==> src/rtl/pipe_pkg.sv <==
// Shared pipeline types: ID/EX payload struct, control-word layout and skid-buffer states.
// Imported by the pipeline-register stages of the RV32 core.
package pipe_pkg;

    localparam int XLEN  = 32;
    localparam int REGW  = 5;
    localparam int CTRLW = 12;

    // Bit positions inside the packed control word
    localparam int CTRL_REGWRITE    = 0;
    localparam int CTRL_MEMWRITE    = 1;
    localparam int CTRL_ALUSRC      = 2;
    localparam int CTRL_ALU_CTRL_LO = 3;
    localparam int CTRL_ALU_CTRL_HI = 5;
    localparam int CTRL_RESULT_LO   = 6;
    localparam int CTRL_RESULT_HI   = 7;
    localparam int CTRL_BRANCH      = 8;
    localparam int CTRL_JUMP        = 9;
    localparam int CTRL_MEMREAD     = 10;
    localparam int CTRL_SPARE       = 11;

    typedef struct packed {
        logic [XLEN-1:0]  rd1;
        logic [XLEN-1:0]  rd2;
        logic [XLEN-1:0]  pc;
        logic [XLEN-1:0]  pc_plus_4;
        logic [XLEN-1:0]  imm_ext;
        logic [REGW-1:0]  rd;
        logic [REGW-1:0]  rs1;
        logic [REGW-1:0]  rs2;
        logic [CTRLW-1:0] ctrl;
    } id_ex_t;

    typedef enum logic [1:0] {
        SKID_EMPTY = 2'd0,
        SKID_ONE   = 2'd1,
        SKID_FULL  = 2'd2
    } skid_state_e;

    // True when a control word would change architectural state (register or memory write)
    function automatic logic ctrl_has_side_effect(input logic [CTRLW-1:0] ctrl);
        return ctrl[CTRL_REGWRITE] | ctrl[CTRL_MEMWRITE];
    endfunction

endpackage

==> src/rtl/pipe_skid_buf.sv <==
// Generic 2-entry skid buffer with synchronous flush; M drives the output, S absorbs
// the one entry accepted while EX stalls, so in_ready is a plain register.
module pipe_skid_buf
    import pipe_pkg::*;
#(
    parameter type T = logic [31:0]
) (
    input  logic clk,
    input  logic reset,
    input  logic flush,
    input  logic in_valid,
    output logic in_ready,
    input  T     in_data,
    output logic out_valid,
    input  logic out_ready,
    output T     out_data
);

    skid_state_e state_r;
    T            m_r;
    T            s_r;
    logic        m_valid_r;
    logic        in_ready_r;
    logic        accept_s;
    logic        deliver_s;

    assign accept_s  = in_valid & in_ready_r;
    assign deliver_s = m_valid_r & out_ready;

    // Occupancy FSM; M always holds the older entry so ordering stays FIFO
    always_ff @(posedge clk or posedge reset) begin
        if (reset) begin
            state_r    <= SKID_EMPTY;
            m_r        <= '0;
            s_r        <= '0;
            m_valid_r  <= 1'b0;
            in_ready_r <= 1'b1;
        end else if (flush) begin
            state_r    <= SKID_EMPTY;
            m_r        <= '0;
            s_r        <= '0;
            m_valid_r  <= 1'b0;
            in_ready_r <= 1'b1;
        end else begin
            case (state_r)
                SKID_EMPTY: begin
                    if (accept_s) begin
                        m_r       <= in_data;
                        m_valid_r <= 1'b1;
                        state_r   <= SKID_ONE;
                    end else begin
                        state_r   <= SKID_EMPTY;
                    end
                end
                SKID_ONE: begin
                    if (accept_s && deliver_s) begin
                        m_r        <= in_data;
                    end else if (accept_s) begin
                        s_r        <= in_data;
                        in_ready_r <= 1'b0;
                        state_r    <= SKID_FULL;
                    end else if (deliver_s) begin
                        m_valid_r  <= 1'b0;
                        state_r    <= SKID_EMPTY;
                    end else begin
                        state_r    <= SKID_ONE;
                    end
                end
                SKID_FULL: begin
                    if (deliver_s) begin
                        m_r        <= s_r;
                        in_ready_r <= 1'b1;
                        state_r    <= SKID_ONE;
                    end else begin
                        state_r    <= SKID_FULL;
                    end
                end
                default: begin
                    state_r    <= SKID_EMPTY;
                    m_valid_r  <= 1'b0;
                    in_ready_r <= 1'b1;
                end
            endcase
        end
    end

    assign in_ready  = in_ready_r;
    assign out_valid = m_valid_r;
    assign out_data  = m_r;

endmodule

==> src/rtl/pipe_id_ex_stage.sv <==
// Elastic ID->EX pipeline register: packs the ID payload into a skid buffer, presents
// a zeroed NOP to EX when empty, and counts EX-side bubble cycles.
module pipe_id_ex_stage
    import pipe_pkg::*;
#(
    parameter int XLEN  = 32,
    parameter int REGW  = 5,
    parameter int CTRLW = pipe_pkg::CTRLW,
    parameter int CNTW  = 16
) (
    input  logic             clk,
    input  logic             reset,
    input  logic             flush,
    input  logic             cnt_clr,
    input  logic             in_valid,
    output logic             in_ready,
    input  logic [XLEN-1:0]  rd1_d,
    input  logic [XLEN-1:0]  rd2_d,
    input  logic [XLEN-1:0]  pc_d,
    input  logic [XLEN-1:0]  pc_plus_4_d,
    input  logic [XLEN-1:0]  imm_ext_d,
    input  logic [REGW-1:0]  rd_d,
    input  logic [REGW-1:0]  rs1_d,
    input  logic [REGW-1:0]  rs2_d,
    input  logic [CTRLW-1:0] ctrl_d,
    output logic             out_valid,
    input  logic             out_ready,
    output logic [XLEN-1:0]  rd1_e,
    output logic [XLEN-1:0]  rd2_e,
    output logic [XLEN-1:0]  pc_e,
    output logic [XLEN-1:0]  pc_plus_4_e,
    output logic [XLEN-1:0]  imm_ext_e,
    output logic [REGW-1:0]  rd_e,
    output logic [REGW-1:0]  rs1_e,
    output logic [REGW-1:0]  rs2_e,
    output logic [CTRLW-1:0] ctrl_e,
    output logic [CNTW-1:0]  bubble_cnt
);

    // Same field order as pipe_pkg::id_ex_t, sized by this instance's parameters
    typedef struct packed {
        logic [XLEN-1:0]  rd1;
        logic [XLEN-1:0]  rd2;
        logic [XLEN-1:0]  pc;
        logic [XLEN-1:0]  pc_plus_4;
        logic [XLEN-1:0]  imm_ext;
        logic [REGW-1:0]  rd;
        logic [REGW-1:0]  rs1;
        logic [REGW-1:0]  rs2;
        logic [CTRLW-1:0] ctrl;
    } stage_t;

    localparam logic [CNTW-1:0] CNT_MAX = {CNTW{1'b1}};

    stage_t          in_pkt_s;
    stage_t          m_pkt_s;
    stage_t          ex_pkt_s;
    logic            m_valid_s;
    logic [CNTW-1:0] bubble_cnt_r;

    // Pack the ID-side fields
    always_comb begin
        in_pkt_s           = '0;
        in_pkt_s.rd1       = rd1_d;
        in_pkt_s.rd2       = rd2_d;
        in_pkt_s.pc        = pc_d;
        in_pkt_s.pc_plus_4 = pc_plus_4_d;
        in_pkt_s.imm_ext   = imm_ext_d;
        in_pkt_s.rd        = rd_d;
        in_pkt_s.rs1       = rs1_d;
        in_pkt_s.rs2       = rs2_d;
        in_pkt_s.ctrl      = ctrl_d;
    end

    pipe_skid_buf #(
        .T (stage_t)
    ) u_skid (
        .clk       (clk),
        .reset     (reset),
        .flush     (flush),
        .in_valid  (in_valid),
        .in_ready  (in_ready),
        .in_data   (in_pkt_s),
        .out_valid (m_valid_s),
        .out_ready (out_ready),
        .out_data  (m_pkt_s)
    );

    // An empty stage must look like a NOP to EX: no register write, no memory access
    always_comb begin
        ex_pkt_s = '0;
        if (m_valid_s) begin
            ex_pkt_s = m_pkt_s;
        end else begin
            ex_pkt_s = '0;
        end
    end

    // Saturating bubble counter; cnt_clr wins, flush leaves it alone
    always_ff @(posedge clk or posedge reset) begin
        if (reset) begin
            bubble_cnt_r <= '0;
        end else if (cnt_clr) begin
            bubble_cnt_r <= '0;
        end else if (out_ready && !m_valid_s && (bubble_cnt_r != CNT_MAX)) begin
            bubble_cnt_r <= bubble_cnt_r + CNTW'(1);
        end else begin
            bubble_cnt_r <= bubble_cnt_r;
        end
    end

    assign out_valid   = m_valid_s;
    assign rd1_e       = ex_pkt_s.rd1;
    assign rd2_e       = ex_pkt_s.rd2;
    assign pc_e        = ex_pkt_s.pc;
    assign pc_plus_4_e = ex_pkt_s.pc_plus_4;
    assign imm_ext_e   = ex_pkt_s.imm_ext;
    assign rd_e        = ex_pkt_s.rd;
    assign rs1_e       = ex_pkt_s.rs1;
    assign rs2_e       = ex_pkt_s.rs2;
    assign ctrl_e      = ex_pkt_s.ctrl;
    assign bubble_cnt  = bubble_cnt_r;

endmodule

==> config.mk <==
export PLATFORM = sky130hd
export DESIGN_NAME = pipe_id_ex_stage
export DESIGN_NICKNAME = d
export VERILOG_FILES = /design/src/rtl/pipe_pkg.sv /design/src/rtl/pipe_skid_buf.sv /design/src/rtl/pipe_id_ex_stage.sv
export SDC_FILE = /design/constraint.sdc
export NUM_CORES = 1
export LEC_CHECK = 0
export ABC_AREA = 1
export BUFFER_PORTS_ARGS = -buffer_cell sky130_fd_sc_hd__buf_2
export CORE_MARGIN = 2
export CORE_UTILIZATION = 55
export DETAILED_ROUTE_END_ITERATION = 10
export PLACE_DENSITY = 0.8
export SLEW_MARGIN = 10
export SYNTH_ARGS = -nofsm -noshare
export SYNTH_HDL_FRONTEND = slang
export SYNTH_SLANG_ARGS = --single-unit
==> constraint.sdc <==
create_clock -name clk -period 17.37 [get_ports clk]
set_input_delay 1.737 -clock clk [delete_from_list [all_inputs] [get_ports clk]]
set_output_delay 1.737 -clock clk [all_outputs]
set_load 0.03 [all_outputs]
# == After elaboration in Yosys (flattened, before gate mapping) ==
# Index checks and enable logic that the tools add are counted.
# word_totals
ff_bits,394
inputBits,193
output_inout_bits,205
# op_classes
addsub,1
eq_ne,13
mux,29
bitwise_logic,2
reduce_logical,13
# op_table
operator,n
187-bit 2-to-1 mux,8
187-bit case mux with 3 select lines,1
16-bit 2-to-1 mux,2
"16-bit by 1-bit adder with 16-bit output, second input constant",1
"16-bit inequality test, second input constant",1
"3-bit by 2-bit inequality test with 1-bit output, second input constant",5
1-bit 2-to-1 mux,11
2-bit 2-to-1 mux,4
4-bit AND reduction,2
"2-bit inequality test, second input constant",3
"3-bit inequality test, second input constant",2
1-bit case mux with 3 select lines,2
2-bit case mux with 3 select lines,1
2-bit nonzero test,3
5-bit AND reduction,1
4-bit nonzero test,1
1-bit logical AND,3
3-bit AND reduction,1
1-bit AND,2
"2-bit by 1-bit == test with 1-bit output, second input constant",1
"2-bit == test, second input constant",1
2-bit zero test,1
1-bit zero test,1

# == Longest topological paths before layout ==
# depth
depth_word,6
mapped_depth,10
ltp_nobuf,9

# == By module ==
# A second synthesis with hierarchy kept.
# unflattened
cells_unflattened,2845
area_unflattened_um2,20153.1
# by_module_without_submodules
mod,instances,cells_per_inst,area_each_um2
pipe_skid_buf,1,2306,17648.2
pipe_id_ex_stage,1,539,2504.9

# == Worst setup path after synthesis ==
# OpenSTA, ideal clock, no wires.
# synth_timing
kind,reg-to-output
from,register u_skid.m_valid_r (netlist: u_skid.out_valid)
to,output rd1_e[21]
t_arrival_ns,1.557
setup_slack_ns,14.076
stages_incl_launch_ff,6
n_path_buf,3
path_cell_list,dfrtp_1 > buf_2 > clkbuf_1 > buf_1 > nand2_1 > inv_1
# synth_between
elab_chain_cells,1
# synth_rtl
item,line_no,text
"start, declared",pipe_skid_buf.sv:22,logic m_valid_r;
"start signal, assigned",pipe_skid_buf.sv:36,m_valid_r <= 1'b0;
"start signal, assigned",pipe_skid_buf.sv:42,m_valid_r <= 1'b0;
"start signal, assigned",pipe_skid_buf.sv:49,m_valid_r <= 1'b1;
187-bit 2-to-1 mux,pipe_id_ex_stage.sv:92,if (m_valid_s) begin
"end, declared",pipe_id_ex_stage.sv:28,"output logic [XLEN-1:0] rd1_e,"
# No other way between the ends.

# == Worst setup path in the final report ==
# layout_timing
from,input flush
to,"register u_skid.m_r, in the netlist u_skid.out_data[17]"
# layout_between
elab_chain_cells,2
word_cells_on_any_way,6
cone_classes,3 x eq/ne; 1 x mux; 2 x reduce/logical
# layout_rtl
item,line_no,text
"start, declared",pipe_id_ex_stage.sv:13,"input logic flush,"
3-bit by 2-bit inequality test with 1-bit output (no source line) / 4-bit nonzero test (equally long branches),-,
4-bit AND reduction (no source line),-,
"end signal, assigned",pipe_skid_buf.sv:48,m_r <= in_data;
"end signal, assigned",pipe_skid_buf.sv:57,m_r <= in_data;
"end signal, assigned",pipe_skid_buf.sv:71,m_r <= s_r;
"end, declared",pipe_skid_buf.sv:20,T m_r;
# Parallel ways exist; a longest one is shown, timed or not.
# A chain may end at the register's enable or synchronous reset.

==> run_results.csv <==
group,metric,value,unit
setup_path,crit_path_cell_trace,"buf_2, buf_4, inv_8, buf_4, nand3_1, nor2_1, o21ai_1, nand2_4, buf_12, nand2_1, o21ai_1",
sta,drv_slew,0,
placed_design,place.gp.congestion,0.858,
final_layout,n_fill_cell,2872,
clock_network,cts_tree,"built",
logic_synthesis,netlist_area,19300,um2
detailed_routing,drc,0,
die,die_w,191,um
placed_design,portBuffers,397,
logic_synthesis,ys_types,25,
logic_synthesis,synth-compound-area-share,0.151,
sta,setup_violations,0,
detailed_routing,final_antenna_net_count,0,
setup_path,timing.critical_path.max_delay_family,"buffers and inverters",
power_and_ir_drop,power-per-cell-area,124,nW/um2
logic_synthesis,yosys.area_share.simple,0.215,
setup_path,r2r_cells,9,
power_and_ir_drop,p_leak,12.7,nW
logic_synthesis,synth_area_leader_cell,"dfrtp_1",
logic_synthesis,syn_avg_cell_area,7.68,um2
setup_path,cp-start-kind,"primary input",
setup_path,cpMaxStageDelayCell,"buf_4",
logic_synthesis,yosysSeqAreaShare,0.512,
setup_path,cp-end-kind,"flop",
placed_design,place_hpwl,32100,um
setup_path,arrival,6.46,ns
grt,grt_max_degree,227,
clock_network,clock-root-buffer,"clkbuf_16",
clock_network,post_cts_resized,0,
die,core-area,34500,um2
logic_synthesis,synthCells,2507,
sta,final_hold_viol_count,0,
worst_hold_path,worst_hold_path_type,"reg2reg",
run,maxCapViolations,0,
sta,fmaxAchievable,0.166,GHz
sta,rsz0062_at_grt,"false",
sta,worst_pin_slew,1.22,ns
final_layout,final_common_cell,"nand2_1",
clock_network,clockBufferDepth,3,
logic_synthesis,yosysWarnings,0,
grt,grt_usage,0.278,
final_layout,layout.nets,2968,
sta,tns,0,ns
logic_synthesis,yosys-top-cells-area,"dfrtp_1, nand2_1, inv_1",
die,row_count,68,
run_status,outcome,"finished, final reports clean",
logic_synthesis,ys.flop_type,"dfrtp_1",
logic_synthesis,synth_mux_area_frac,0,
grt,antenna_found_initial,5,
sta,relSlewSlack,0.184,
detailed_routing,drt_wl_total,52300,um
setup_path,worst_path_largest_cell_delay,0.90,ns
clock_network,cts_made_buffers,42,
detailed_routing,vias_per_cell,5.50,
clock_network,post-cts-setup-buffer-count,0,
clock_network,hold_buffers,0,
logic_synthesis,synthAdderAreaFrac,0.000650,
power_and_ir_drop,max-vdd-ir-drop,0.0834,mV
setup_path,cp_max_fo,220,
die,start_util,0.558,
detailed_routing,drt_iter0_drc,1550,
clock_network,cts.sink_count,394,
detailed_routing,dr.pass1.iters,7,
setup_path,path_buf_inv,5,
detailed_routing,routedWlPerCell,16.0,um
sta,period_share,0.347,
logic_synthesis,synth_top_family_by_area,"simple AND/OR/NAND/NOR gates",
sta,fin_ws,11.35,ns
clock_network,worstSkewPairLatency,0.53,ns
logic_synthesis,synthesis.nets,2701,
grt,first_global_vias,16876,
logic_synthesis,synth_edf_count,0,
logic_synthesis,synth_top_area_share,0.511,
setup_path,cp.depth,11,
setup_path,path_class,"in2reg",
logic_synthesis,synth-xor-area-share,0.00182,
grt,grt-ovfl-total,0,
clock_network,clkTransAtPathRegs,0.06,ns
die,die_y,191,um
worst_hold_path,hold_depth,2,
logic_synthesis,postSynth.asyncResetShare,1.00,
setup_path,required,17.81,ns
die,die_area,36500,um2
sta,fin_worst_skew,0.00990,ns
placed_design,dp_slack,11.10,ns
final_layout,final_cell_mix,"nand2_1, buf_2, inv_1, dfrtp_1, nand3_1",
sta,layout_min_cycle_time,6.02,ns
clock_network,htreeDepth,2,
final_layout,area_growth,18.1,%
detailed_routing,via_count,17984,
die,num_io_pins,398,
logic_synthesis,synth_seq_cells,394,
final_layout,drive_gt1_frac,0.177,
grt,grt_first_pass_wirelength,83000,um
[cell type report]
class	instances	area (um2)	area share
inverter	397	1510	0.0662
timing repair buffer	411	2130	0.0936
clock inverter	12	213	0.00935
tap	455	569	0.0250
antenna	6	15.0	0.000660
multi-input combinational	1528	7110	0.313
sequential	394	9860	0.434
clock buffer	66	1340	0.0587
[per-stage QoR]
| step | util | cells | cell area, um2 | hold slack, ns | power, mW |
|---|---|---|---|---|---|
| after floorplan | - | 2507 | 19300 | 0.453 | 1.65 |
| after global placement | 0.613 | 3185 | 21200 | 0.471 | 1.81 |
| after detailed placement | 0.613 | 3185 | 21200 | 0.478 | 1.84 |
| after CTS | 0.658 | 3263 | 22700 | 0.493 | 2.82 |
| after global routing | 0.658 | 3263 | 22700 | 0.507 | 2.95 |
| final | 0.658 | 3269 | 22700 | 0.488 | 2.81 |
[final timing paths]
check | start | endpoint | slack [ns]
worst max-delay path | flush | u_skid.out_data[17] | 11.35
worst min-delay path | u_skid.out_data[143] | u_skid.out_data[143] | 0.49
worst max register to register | u_skid.out_valid | u_skid.out_data[17] | 12.91
worst min register to register | u_skid.out_data[143] | u_skid.out_data[143] | 0.49
max in group asynchronous | reset | bubble_cnt[13] | 14.41
min in group asynchronous | reset | u_skid.out_data[182] | 1.41
[layer usage]
metal  GRT usage  vias to the layer above  wire (um)
li1            -                     8530          -
met1       0.373                     8578      21400
met2       0.459                      762      25100
met3      0.0457                      108       4220
met4      0.0947                        6       1530
met5           0                        -         45
[worst register-to-register path, cell delays in order, from the launching register on]
cell and delay (ns):
dfrtp_4 1.02, buf_4 1.05, nand2_2 0.25, inv_2 0.16
nand2_1 0.10, o21ai_1 0.17, nand2_4 0.49, buf_12 0.49
nand2_1 0.49, o21ai_1 0.09
[sequential cells by signal, indices dropped and copies added, names as in the netlist]
register,count
u_skid.out_data,187
u_skid.s_r,187
bubble_cnt,16
u_skid.state_r,2
u_skid.in_ready,1
u_skid.out_valid,1
[power breakdown]
part | total, mW | switching, mW | internal [mW]
logic | 0.643 | 0.466 | 0.177
registers | 1.19 | 0.105 | 1.08
clock network | 0.984 | 0.367 | 0.617
total | 2.81 | 0.938 | 1.88
[kinds of logic after synthesis]
group | Yosys count
AOI/OAI and AO/OA | 503
adders and majority gates | 1
buffers and inverters | 585
DFF | 394
and+or+nand+nor | 1020
xor gates and xnor gates | 4
[cell usage after synthesis, types with 2 or more instances]
cell type / n
nand2_1: 702
inv_1: 394
dfrtp_1: 393
nand3_1: 203
o21ai_1: 185
o21ai_0: 124
o211ai_1: 115
nor2_1: 94
buf_2: 85
clkbuf_1: 82
o22ai_1: 74
buf_1: 16
nand4_1: 12
buf_4: 5
a21oi_1: 4
xor2_1: 4
inv_2: 3
nor2_2: 3
nor3_1: 2
or2_2: 2
Note: power is estimated with default switching activity, not from simulation.
